## src/rtl/serial_add_sub_pkg.sv

```systemverilog
// Shared state encodings, op codes and default width for the bit-serial adder/subtractor.
package serial_add_sub_pkg;

  localparam int DATA_WIDTH = 32;

  typedef enum logic [1:0] {
    SAS_IDLE = 2'b00,
    SAS_RUN  = 2'b01,
    SAS_DONE = 2'b10
  } sas_state_t;

  localparam logic SAS_OP_ADD = 1'b0;
  localparam logic SAS_OP_SUB = 1'b1;

endpackage

```

## src/rtl/full_add_sub_cell.sv

```systemverilog
// Combinational 1-bit cell: full adder when sub=0, full subtractor (borrow chain) when sub=1.
module full_add_sub_cell
  import serial_add_sub_pkg::*;
(
  input  logic a,
  input  logic b,
  input  logic cin,
  input  logic sub,
  output logic r,
  output logic cout
);

  always_comb begin
    r = a ^ b ^ cin;
    if (sub == SAS_OP_ADD) begin
      cout = (a & b) | (cin & (a ^ b));
    end else begin
      cout = (~a & b) | (~(a ^ b) & cin);
    end
  end

endmodule

```

## src/rtl/serial_add_sub.sv

```systemverilog
// Bit-serial WIDTH-bit add/subtract: one bit per clock, LSB first, START/DONE handshake.
module serial_add_sub
  import serial_add_sub_pkg::*;
#(
  parameter int WIDTH = DATA_WIDTH
) (
  input  logic             CLK,
  input  logic             RST,
  input  logic             START,
  input  logic             SUB,
  input  logic [WIDTH-1:0] A,
  input  logic [WIDTH-1:0] B,
  output logic [WIDTH-1:0] Y,
  output logic             CO,
  output logic             V,
  output logic             Z,
  output logic             BUSY,
  output logic             DONE
);

  localparam int CNT_W = $clog2(WIDTH);

  sas_state_t       state_reg, state_next;
  logic [WIDTH-1:0] a_reg, b_reg, res_reg;
  logic [CNT_W-1:0] cnt_reg;
  logic             op_reg;
  logic             carry_reg;
  logic             bit_r, bit_c;
  logic             accept, last;
  logic [WIDTH-1:0] y_final;

  full_add_sub_cell u_cell (
    .a    (a_reg[0]),
    .b    (b_reg[0]),
    .cin  (carry_reg),
    .sub  (op_reg),
    .r    (bit_r),
    .cout (bit_c)
  );

  assign accept  = START && (state_reg != SAS_RUN);
  assign last    = (state_reg == SAS_RUN) && (cnt_reg == CNT_W'(WIDTH - 1));
  assign y_final = {bit_r, res_reg[WIDTH-1:1]};
  assign BUSY    = (state_reg == SAS_RUN);
  assign DONE    = (state_reg == SAS_DONE);

  always_comb begin
    state_next = state_reg;
    case (state_reg)
      SAS_IDLE: if (START) state_next = SAS_RUN;
      SAS_RUN:  if (last) state_next = SAS_DONE;
      SAS_DONE: state_next = START ? SAS_RUN : SAS_IDLE;
      default:  state_next = SAS_IDLE;
    endcase
  end

  always_ff @(posedge CLK) begin
    if (RST) begin
      state_reg <= SAS_IDLE;
      a_reg     <= '0;
      b_reg     <= '0;
      res_reg   <= '0;
      cnt_reg   <= '0;
      op_reg    <= SAS_OP_ADD;
      carry_reg <= 1'b0;
      Y         <= '0;
      CO        <= 1'b0;
      V         <= 1'b0;
      Z         <= 1'b0;
    end else begin
      state_reg <= state_next;
      if (accept) begin
        a_reg     <= A;
        b_reg     <= B;
        op_reg    <= SUB;
        carry_reg <= 1'b0;
        cnt_reg   <= '0;
      end else if (state_reg == SAS_RUN) begin
        a_reg     <= a_reg >> 1;
        b_reg     <= b_reg >> 1;
        res_reg   <= y_final;
        carry_reg <= bit_c;
        cnt_reg   <= cnt_reg + CNT_W'(1);
        // On the last bit the operand LSBs are the original sign bits.
        if (last) begin
          Y  <= y_final;
          CO <= bit_c;
          V  <= (op_reg == SAS_OP_SUB)
                  ? ((a_reg[0] != b_reg[0]) && (bit_r != a_reg[0]))
                  : ((a_reg[0] == b_reg[0]) && (bit_r != a_reg[0]));
          Z  <= (y_final == '0);
        end
      end
    end
  end

endmodule

```

## config.mk

```make
export PLATFORM = sky130hd
export DESIGN_NAME = serial_add_sub
export DESIGN_NICKNAME = d
export VERILOG_FILES = /design/src/rtl/serial_add_sub_pkg.sv /design/src/rtl/full_add_sub_cell.sv /design/src/rtl/serial_add_sub.sv
export SDC_FILE = /design/constraint.sdc
export NUM_CORES = 1
export LEC_CHECK = 0
export CORE_AREA = 2 2 113 115
export CTS_BUF_LIST = sky130_fd_sc_hd__clkbuf_16
export CTS_CLUSTER_DIAMETER = 100
export DETAILED_ROUTE_END_ITERATION = 8
export DIE_AREA = 0 0 115 117
export PLACE_DENSITY_LB_ADDON = 0.15
export SETUP_SLACK_MARGIN = 0.5
export SYNTH_ARGS = -nofsm -noshare
export SYNTH_HDL_FRONTEND = slang
export SYNTH_SLANG_ARGS = --single-unit
export TNS_END_PERCENT = 10
```

## constraint.sdc

```tcl
create_clock -name CLK -period 1.6 [get_ports CLK]
set_input_delay 0.32 -clock CLK [delete_from_list [all_inputs] [get_ports CLK]]
set_output_delay 0.32 -clock CLK [all_outputs]
set_load 0.1 [all_outputs]
```

### Word level (Yosys, flattened, before mapping)

Index checks and enable logic that the tools add are counted.

* register bits: 140
* input port bits: 68
* logic and storage cells: 53
* output and inout bits: 37

* equal/unequal tests: 9
* multiplexer cells: 10
* bitwise logic cells: 11
* $add $sub $neg: 1
* reduce and logical (&&, ||, !) cells: 11

Operators with widths (count)
* 2-to-1 mux 32 bit: 4
* logical NOT 32 bit: 1
* case mux 2 bit (3 select lines): 1
* adder 5 x 1 -> 5 bit (second input constant): 1
* equality test 5 bit (second input constant): 1
* AND 1 bit: 4
* logical AND 1 bit: 4
* 2-to-1 mux 2 bit: 2
* inequality test 2 x 1 -> 1 bit (second input constant): 2
* AND reduction 2 bit: 2
* 2-to-1 mux 1 bit: 3
* NOT 1 bit: 3
* AND reduction 3 bit: 1
* equality test 2 x 1 -> 1 bit (second input constant): 1
* equality test 2 bit (second input constant): 1
* logical NOT 2 bit: 1
* inequality test 1 bit: 2
* inequality test 2 bit (second input constant): 1
* bitwise OR 1 bit: 2
* nonzero test 2 bit: 1
* OR reduction 2 bit: 1
* bitwise XOR 1 bit: 2
* equality test 1 bit: 1

### Depth between registers and ports, before layout

Gate-level depths: netlist of the first run.

* depth after elaboration: 5
* mapped depth: 8
* gate-level depth less buffers: 6

### Hierarchy

Synthesis of the first run repeated with hierarchy kept, for this count alone.

* cells, all modules: 637
* area total of the unflattened synthesis: 5587.9 µm²

By module, submodules not included
* serial_add_sub: seq. area each 2782.7 µm², times used 1, area each 5526.6 µm², cells an instance 631
* full_add_sub_cell: seq. area each 0.0 µm², times used 1, area each 61.3 µm², cells an instance 6

### Worst setup path after synthesis of the first run

Ideal clock, no wire load.

* path type: register to output
* from: reg state_reg[1]
* to: out DONE
* path slack: -0.409 ns
* data arrival time: 1.689 ns
* buffers on the path: 0
* data required time: 1.280 ns
* stages on the path, launching flop included: 2
* path through: dfxtp_1 nor2b_1

* cells in the longest elaborated chain, start to end: 1

RTL lines
* start: declaration: RTL line serial_add_sub.sv:23 `sas_state_t state_reg, state_next;`
* start signal: assignment: RTL line serial_add_sub.sv:71 `state_reg <= state_next;`
* equality test 2 bit: RTL line serial_add_sub.sv:45 `assign DONE = (state_reg == SAS_DONE);`
* end: declaration: RTL line serial_add_sub.sv:18 `output logic DONE`

Every way passes these cells.

### Final worst setup path of the first run

* from: reg cnt_reg[1]
* to: reg Y[0]

* cells in the longest elaborated chain, start to end: 3

RTL lines
* start: declaration: RTL line serial_add_sub.sv:25 `logic [CNT_W-1:0] cnt_reg;`
* start signal: assignment: RTL line serial_add_sub.sv:83 `cnt_reg <= cnt_reg + CNT_W'(1);`
* equality test 5 bit: RTL line serial_add_sub.sv:42 `assign last = (state_reg == SAS_RUN) && (cnt_reg == CNT_W'(WIDTH - 1));`
* logical AND 1 bit: RTL line serial_add_sub.sv:42
* AND reduction 3 bit (no line)
* end signal: assignment: RTL line serial_add_sub.sv:86 `Y <= y_final;`
* end: declaration: RTL line serial_add_sub.sv:13 `output logic [WIDTH-1:0] Y,`

Every way passes these cells.
A chain may end at the register's enable or synchronous reset.

==> results_dict.tcl, run 1 <==
set metrics [dict create \
    min-delay-start "START" \
    crit_family "simple AND/OR/NAND/NOR gates" \
    die_h_um 117 \
    max_cap_violations 0 \
    hold_path.class "primary input to register" \
    fin_hold_ws_ps 374 \
    yosys_warnings 0 \
    num-fill-cells 819 \
    synth_top_area_cell "dfxtp_1" \
    drv_slew 0 \
    holdPathEnd "op_reg" \
    cp_cell_sequence "ha_4 > and3_4 > ha_4 > and3b_2 > buf_6 > nand2_2 > a21oi_1" \
    powerDensity_nw_per_um2 965 \
    critPathSlowestCell "dfxtp_4" \
    num_vias 4890 \
    yosysSeqAreaShare 0.493 \
    dieArea_sq_um 13500 \
    seqPwrFrac 0.428 \
    clock_sinks 139 \
    antenna_found_initial 0 \
    clk_pin_slew_ps 60 \
    totalWireLength_mm 15.2 \
    synth_top_cell_area_share 0.493 \
    ant_nets 0 \
    die_width_um 115 \
    drc 0 \
    rr_worst_depth 7 \
    grt_first_pass_wirelength_mm 23.5 \
    critPathKind "register to register" \
    first_iter_violations 211 \
    power_leakage_nw 3.55 \
    crit_path_frequent_cell "ha_4" \
    cts-htree-levels 4 \
    switching_share 0.249 \
    r2r-end "Y[0]" \
    hold_violations 0 \
    fin_ws_ps 0.904 \
    cp.arrival_ps 1950 \
    tritoncts "done" \
    core_area_sq_um 12300 \
    critPathBufInv 1 \
    synth_area_leaders "dfxtp_1 (49%), mux2i_1 (12%), nand2_1 (8.7%)" \
    p_clk_frac 0.426 \
    slowest_delay_ps 360 \
    wire_per_inst_um 16.9 \
    antennaDiodeCount 0 \
    track_usage 0.222 \
    status "finished, final reports clean" \
    insertion_delay_ps 420 \
    nets 808 \
    fin_util 0.746 \
    avgSynthCellArea_sq_um 8.96 \
    max_freq_mhz 625 \
    finalCritPeriodShare 0.999 \
    worstReg2RegStart "cnt_reg[1]" \
    switchingPower_mw 2.21 \
    min_path_cells 3 \
    cts_buffers 17 \
    gr-total-overflow 0 \
    worstMarginPinSlew_ps 545 \
    max-vdd-ir-drop_mv 0.650 \
    slew_headroom 0.637 \
    r2r_slack_ps 0.9 \
    synth.cell_area_sq_um 5650 \
    skew_ps 6.70 \
    pwr-share-comb 0.146 \
    syn-instance-count 630 \
    grt_max_degree 80 \
    grt_pass1_vias 4854 \
    rows 41 \
    start_kind "register" \
    syn_nets 703 \
    place_congestion 0.760 \
    initial_core_util 0.459 \
    placed_cell_area_sq_um 7240 \
    cp_max_fo 8 \
    setup.worst_path.end_class "register" \
    boundaryPins 105 \
    dp_hpwl_mm 8.12 \
    first_pass_iters 4 \
    cts_hold_buf 0 \
    final_layout_size_suffix_gt1_frac 0.447 \
    area_growth_pct 62.7 \
    clock_path_buffers 2 \
    via_per_inst 5.45 \
    p_int_mw 6.66 \
    setup_viol 0 \
    final_area_sq_um 9190 \
    cts_root_buf "clkbuf_16" \
    ys_ff_latch 139 \
    min_period_ps 1600 \
    yosys.cell_types.count 32 \
    worst_ep_required_time_ps 1950 \
    rsz0062_at_grt "true" \
    port_buffers 104 \
    setup_tns_ps 0 \
    pre_cts_slack_ps -108 \
]
-- power by group through the flow --
stage	logic, mW	clock network (mW)	registers, mW
global route	1.39	4.01	3.81
global placement	0.839	0	3.79
finish	1.29	3.78	3.79
CTS	1.17	3.83	3.78
floorplan	0.570	0	3.77
detailed placement	0.860	0	3.79
-- layout by cell type (no fill, tap or decap), drive strengths merged, types with 8 or more instances in the layout --
master         instances
inv                    8
buf                   69
nor2                  68
dfxtp                139
clkbuf                21
clkdlybuf4s50         65
nand2                131
a211oi                64
mux2i                 65
clkinv                 9
a21oi                 68
nor4                   8
-- worst register-to-register path: stages (launching register included) --
cell and delay [ps]:
dfxtp_4 360, ha_4 130, and3_4 190, ha_4 130, and3b_2 280, buf_6 240, nand2_2 70, a21oi_1 130
-- worst max-delay path by stage --
stage / start / end / slack [ps] / depth (start not counted)
final: cnt_reg[1] / Y[0] / 0.9 / 7
after global routing: cnt_reg[0] / Z / -30 / 6
after CTS: b_reg[0] / Z / -4 / 5
after detailed placement: carry_reg / Z / -110 / 5
after global placement: b_reg[0] / Z / 90 / 5
after floorplan: cnt_reg[1] / Z / 100 / 7
-- cells in the mapped netlist (all sizes together) --
cell type  count
nor2          68
nor3           2
xor2           3
dfxtp        139
o22a           1
a211oi        64
inv            6
nand3b         3
clkbuf        11
o41ai          1
o21ai          2
nand2b         1
a21oi         68
or3            1
ha             3
buf           41
nor4           8
fa             2
mux2i         65
nand4          2
nor2b          1
nand3          3
xnor2          1
and3           1
a21o           1
and3b          1
nand2        131
-- per-stage QoR --
| step | std cells | power, mW |
|---|---|---|
| global placement | 855 | 4.63 |
| floorplan | 630 | 4.35 |
| finish | 897 | 8.87 |
| detailed placement | 855 | 4.65 |
| CTS | 888 | 8.78 |
| global route | 897 | 9.20 |
-- final cells by class --
type | count | area (sq um) | share of cell area
clock buffers | 17 | 425 | 0.0463
clock inverters | 14 | 138 | 0.0150
inverters | 6 | 27.5 | 0.00300
multi-input cells | 433 | 3600 | 0.392
flip-flops and latches | 139 | 2840 | 0.309
well taps | 150 | 188 | 0.0204
repair buffers | 138 | 1970 | 0.214
-- routing by layer --
layer / part of all wire / GRT usage / wire length, um
met1: 0.41 / 0.267 / 6270
met2: 0.52 / 0.376 / 7970
met3: 0.046 / 0.0711 / 703
met4: 0.016 / 0.0787 / 242
met5: 0 / 0 / 0
-- repair_timing --
action / in CTS / in global routing
pin swaps: 154 / 119
cloned: 0 / 6
endpoints found under the setup margin: 175 / 173
resized for setup: 302 / 32
buffers inserted: 2 / 3
-- cells by family (layout without fill, tap and decap cells) --
| family | count (synthesis) | in the layout | share of synthesized area |
|---|---|---|---|
| muxes | 65 | 65 | 0.115 |
| buffers and inverters | 58 | 175 | 0.0618 |
| xor gates and xnor gates | 4 | 4 | 0.00621 |
| AOI/OAI and AO/OA | 137 | 137 | 0.152 |
| DFF | 139 | 139 | 0.493 |
| adders and majority gates | 5 | 5 | 0.0137 |
| and+or+nand+nor | 222 | 222 | 0.158 |
No activity file was read; power rests on OpenSTA's default activity.
==> run 2: changes to the inputs <==
Settings changed: CAP_MARGIN set to 25, GPL_TIMING_DRIVEN set to 0, SLEW_MARGIN set to 20.
==> run 2 against run 1 <==
- the flow now finishes with violations (setup timing)
- setup slack lost 43 ps
- sequential power shrank 2%
- count of clock-buffer cells in the layout is the same
- final cell count grew 3.7%
- first-iteration DRC count shrank 1.4%
- non-clock buffer count grew 32
- sequential cell count is the same
- critical endpoint is now BUSY
==> results_dict.tcl, run 2 (synthesis gave the netlist of run 1 again) <==
set metrics [dict create \
    port_buffers 102 \
    first_pass_iters 4 \
    clk_pin_slew_ps 60 \
    setup.worst_path.end_class "primary output" \
    layout_commonest_cell "nand2_1" \
    wire_per_inst_um 16.4 \
    worst_ep_required_time_ps 1280 \
    pwr-share-comb 0.126 \
    skew_ps 5.26 \
    nets 840 \
    via_per_inst 5.35 \
    powerDensity_nw_per_um2 982 \
    die_h_um 117 \
    busiest_layer "met2" \
    first_iter_violations 208 \
    rows 41 \
    slowest_delay_ps 330 \
    cts_buffers 17 \
    dieArea_sq_um 13500 \
    hold_path.class "primary input to register" \
    finalCritPeriodShare 1.03 \
    violations "setup timing" \
    hold_violations 0 \
    min_period_ps 1640 \
    cts_root_buf "clkbuf_16" \
    antennaDiodeCount 0 \
    drv_slew 0 \
    antenna_found_initial 0 \
    slew_headroom 0.547 \
    power_mw 8.43 \
    rsz0062_at_grt "true" \
    final_layout_size_suffix_gt1_frac 0.319 \
    drc 0 \
    final_cell_mix "nand2_1 (110), dfxtp_1 (98), nor2_1 (68)" \
    num_vias 4974 \
    critPathSlowestCell "dfxtp_2" \
    boundaryPins 105 \
    clock_path_buffers 2 \
    power_leakage_nw 3.32 \
    totalWireLength_mm 15.2 \
    dp_hpwl_mm 9.42 \
    seqPwrFrac 0.442 \
    clock_sinks 139 \
    status "finished, violations left" \
    switching_share 0.245 \
    grt_pass1_vias 4765 \
    use_met1 0.271 \
    core_area_sq_um 12300 \
    track_usage 0.222 \
    initial_core_util 0.459 \
    die_width_um 115 \
    use_met3 0.0618 \
    max_freq_mhz 609 \
    ant_nets 0 \
    p_clk_frac 0.433 \
    pre_cts_slack_ps -891 \
    use_met2 0.376 \
    fin_ws_ps -42.5 \
    worstMarginPinSlew_ps 679 \
    grt_first_pass_wirelength_mm 23.3 \
    final_area_sq_um 8590 \
    insertion_delay_ps 420 \
    gr-total-overflow 0 \
    placed_cell_area_sq_um 6930 \
    tritoncts "done" \
    cp.arrival_ps 1320 \
    setup_viol 17 \
    cp_max_fo 3 \
    place_congestion 0.772 \
    start_kind "register" \
    p_int_mw 6.37 \
    area_growth_pct 52.1 \
    cp_cell_sequence "nand2b_4 > buf_6 > inv_4 > buf_8 > buf_12" \
    switchingPower_mw 2.07 \
    max-vdd-ir-drop_mv 0.636 \
    cts-htree-levels 4 \
    grt_max_degree 17 \
    num-fill-cells 920 \
    critPathKind "register to primary output" \
    max_cap_violations 0 \
]
==> run 2: cell count changes in the layout (fill, tap and decap cells not counted), moves of 11 or more <==
cell      delta
buf_12      -11
buf_6       +16
nand2_4     -26
nand2_1     +23
a21oi_2     -16
clkbuf_1    +11
nor2_1      +53
a21oi_1     +16
nor2_4      -49
==> run 2: repair_timing <==
action | CTS | global route
pin swaps | 23 | 17
gates resized for setup | 449 | 55
hold endpoints to repair | 0 | 0
setup endpoints to repair | 176 | 176
hold buffers | 0 | 0
buffers inserted | 8 | 4
gates cloned | 0 | 4
==> run 2: cell type report <==
class                   count  area (sq um)  share of cell area
repair buffers            118          1600               0.186
inverters                   6          25.0             0.00291
plain buffers              52           454              0.0529
clock buffers              17           425              0.0495
clock inverters            15           118              0.0137
well taps                 150           188              0.0219
flip-flops and latches    139          2860               0.333
multi-input cells         433          2920               0.340
==> run 2: worst max-delay path, delay by kind of cell, from the launching register on <==
family                 cells  cell delay [ps]
DFF                        1              330
buffers and inverters      4              430
and+or+nand+nor            1              140
==> run 2: power groups by stage <==
stage / clock network, mW / registers, mW / logic (mW)
6_report: 3.65 / 3.72 / 1.06
5_1_grt: 3.86 / 3.74 / 1.14
2_1_floorplan: 0 / 3.77 / 0.570
3_5_place_dp: 0 / 3.80 / 0.871
4_1_cts: 3.69 / 3.73 / 0.987
3_3_place_gp: 0 / 3.79 / 0.849
==> run 2: metal layers <==
layer  wire length, um  vias to the layer above
met5                 0                        -
met4               267                        0
met3               794                       23
met2              7610                      124
met1              6560                     2381
li1                  -                     2446
==> run 2: path summary, 6_finish.rpt <==
check / cells after the start / from / slack, ps / end
max: 5 / state_reg[1] / -40 / BUSY
min reg2reg: 2 / Y[6] / 470 / Y[6]
max reg2reg: 8 / cnt_reg[0] / -20 / Y[11]
min: 3 / RST / 360 / carry_reg
==> run 2: metrics by stage <==
step           cells  hold slack [ps]   util  setup TNS [ps]
2_1_floorplan    630              450      -               0
3_3_place_gp     882              440  0.563           -9640
3_5_place_dp     882              445  0.563          -10180
4_1_cts          922              341  0.670           -31.7
5_1_grt          930              373  0.698           -1250
6_report         930              357  0.698            -170
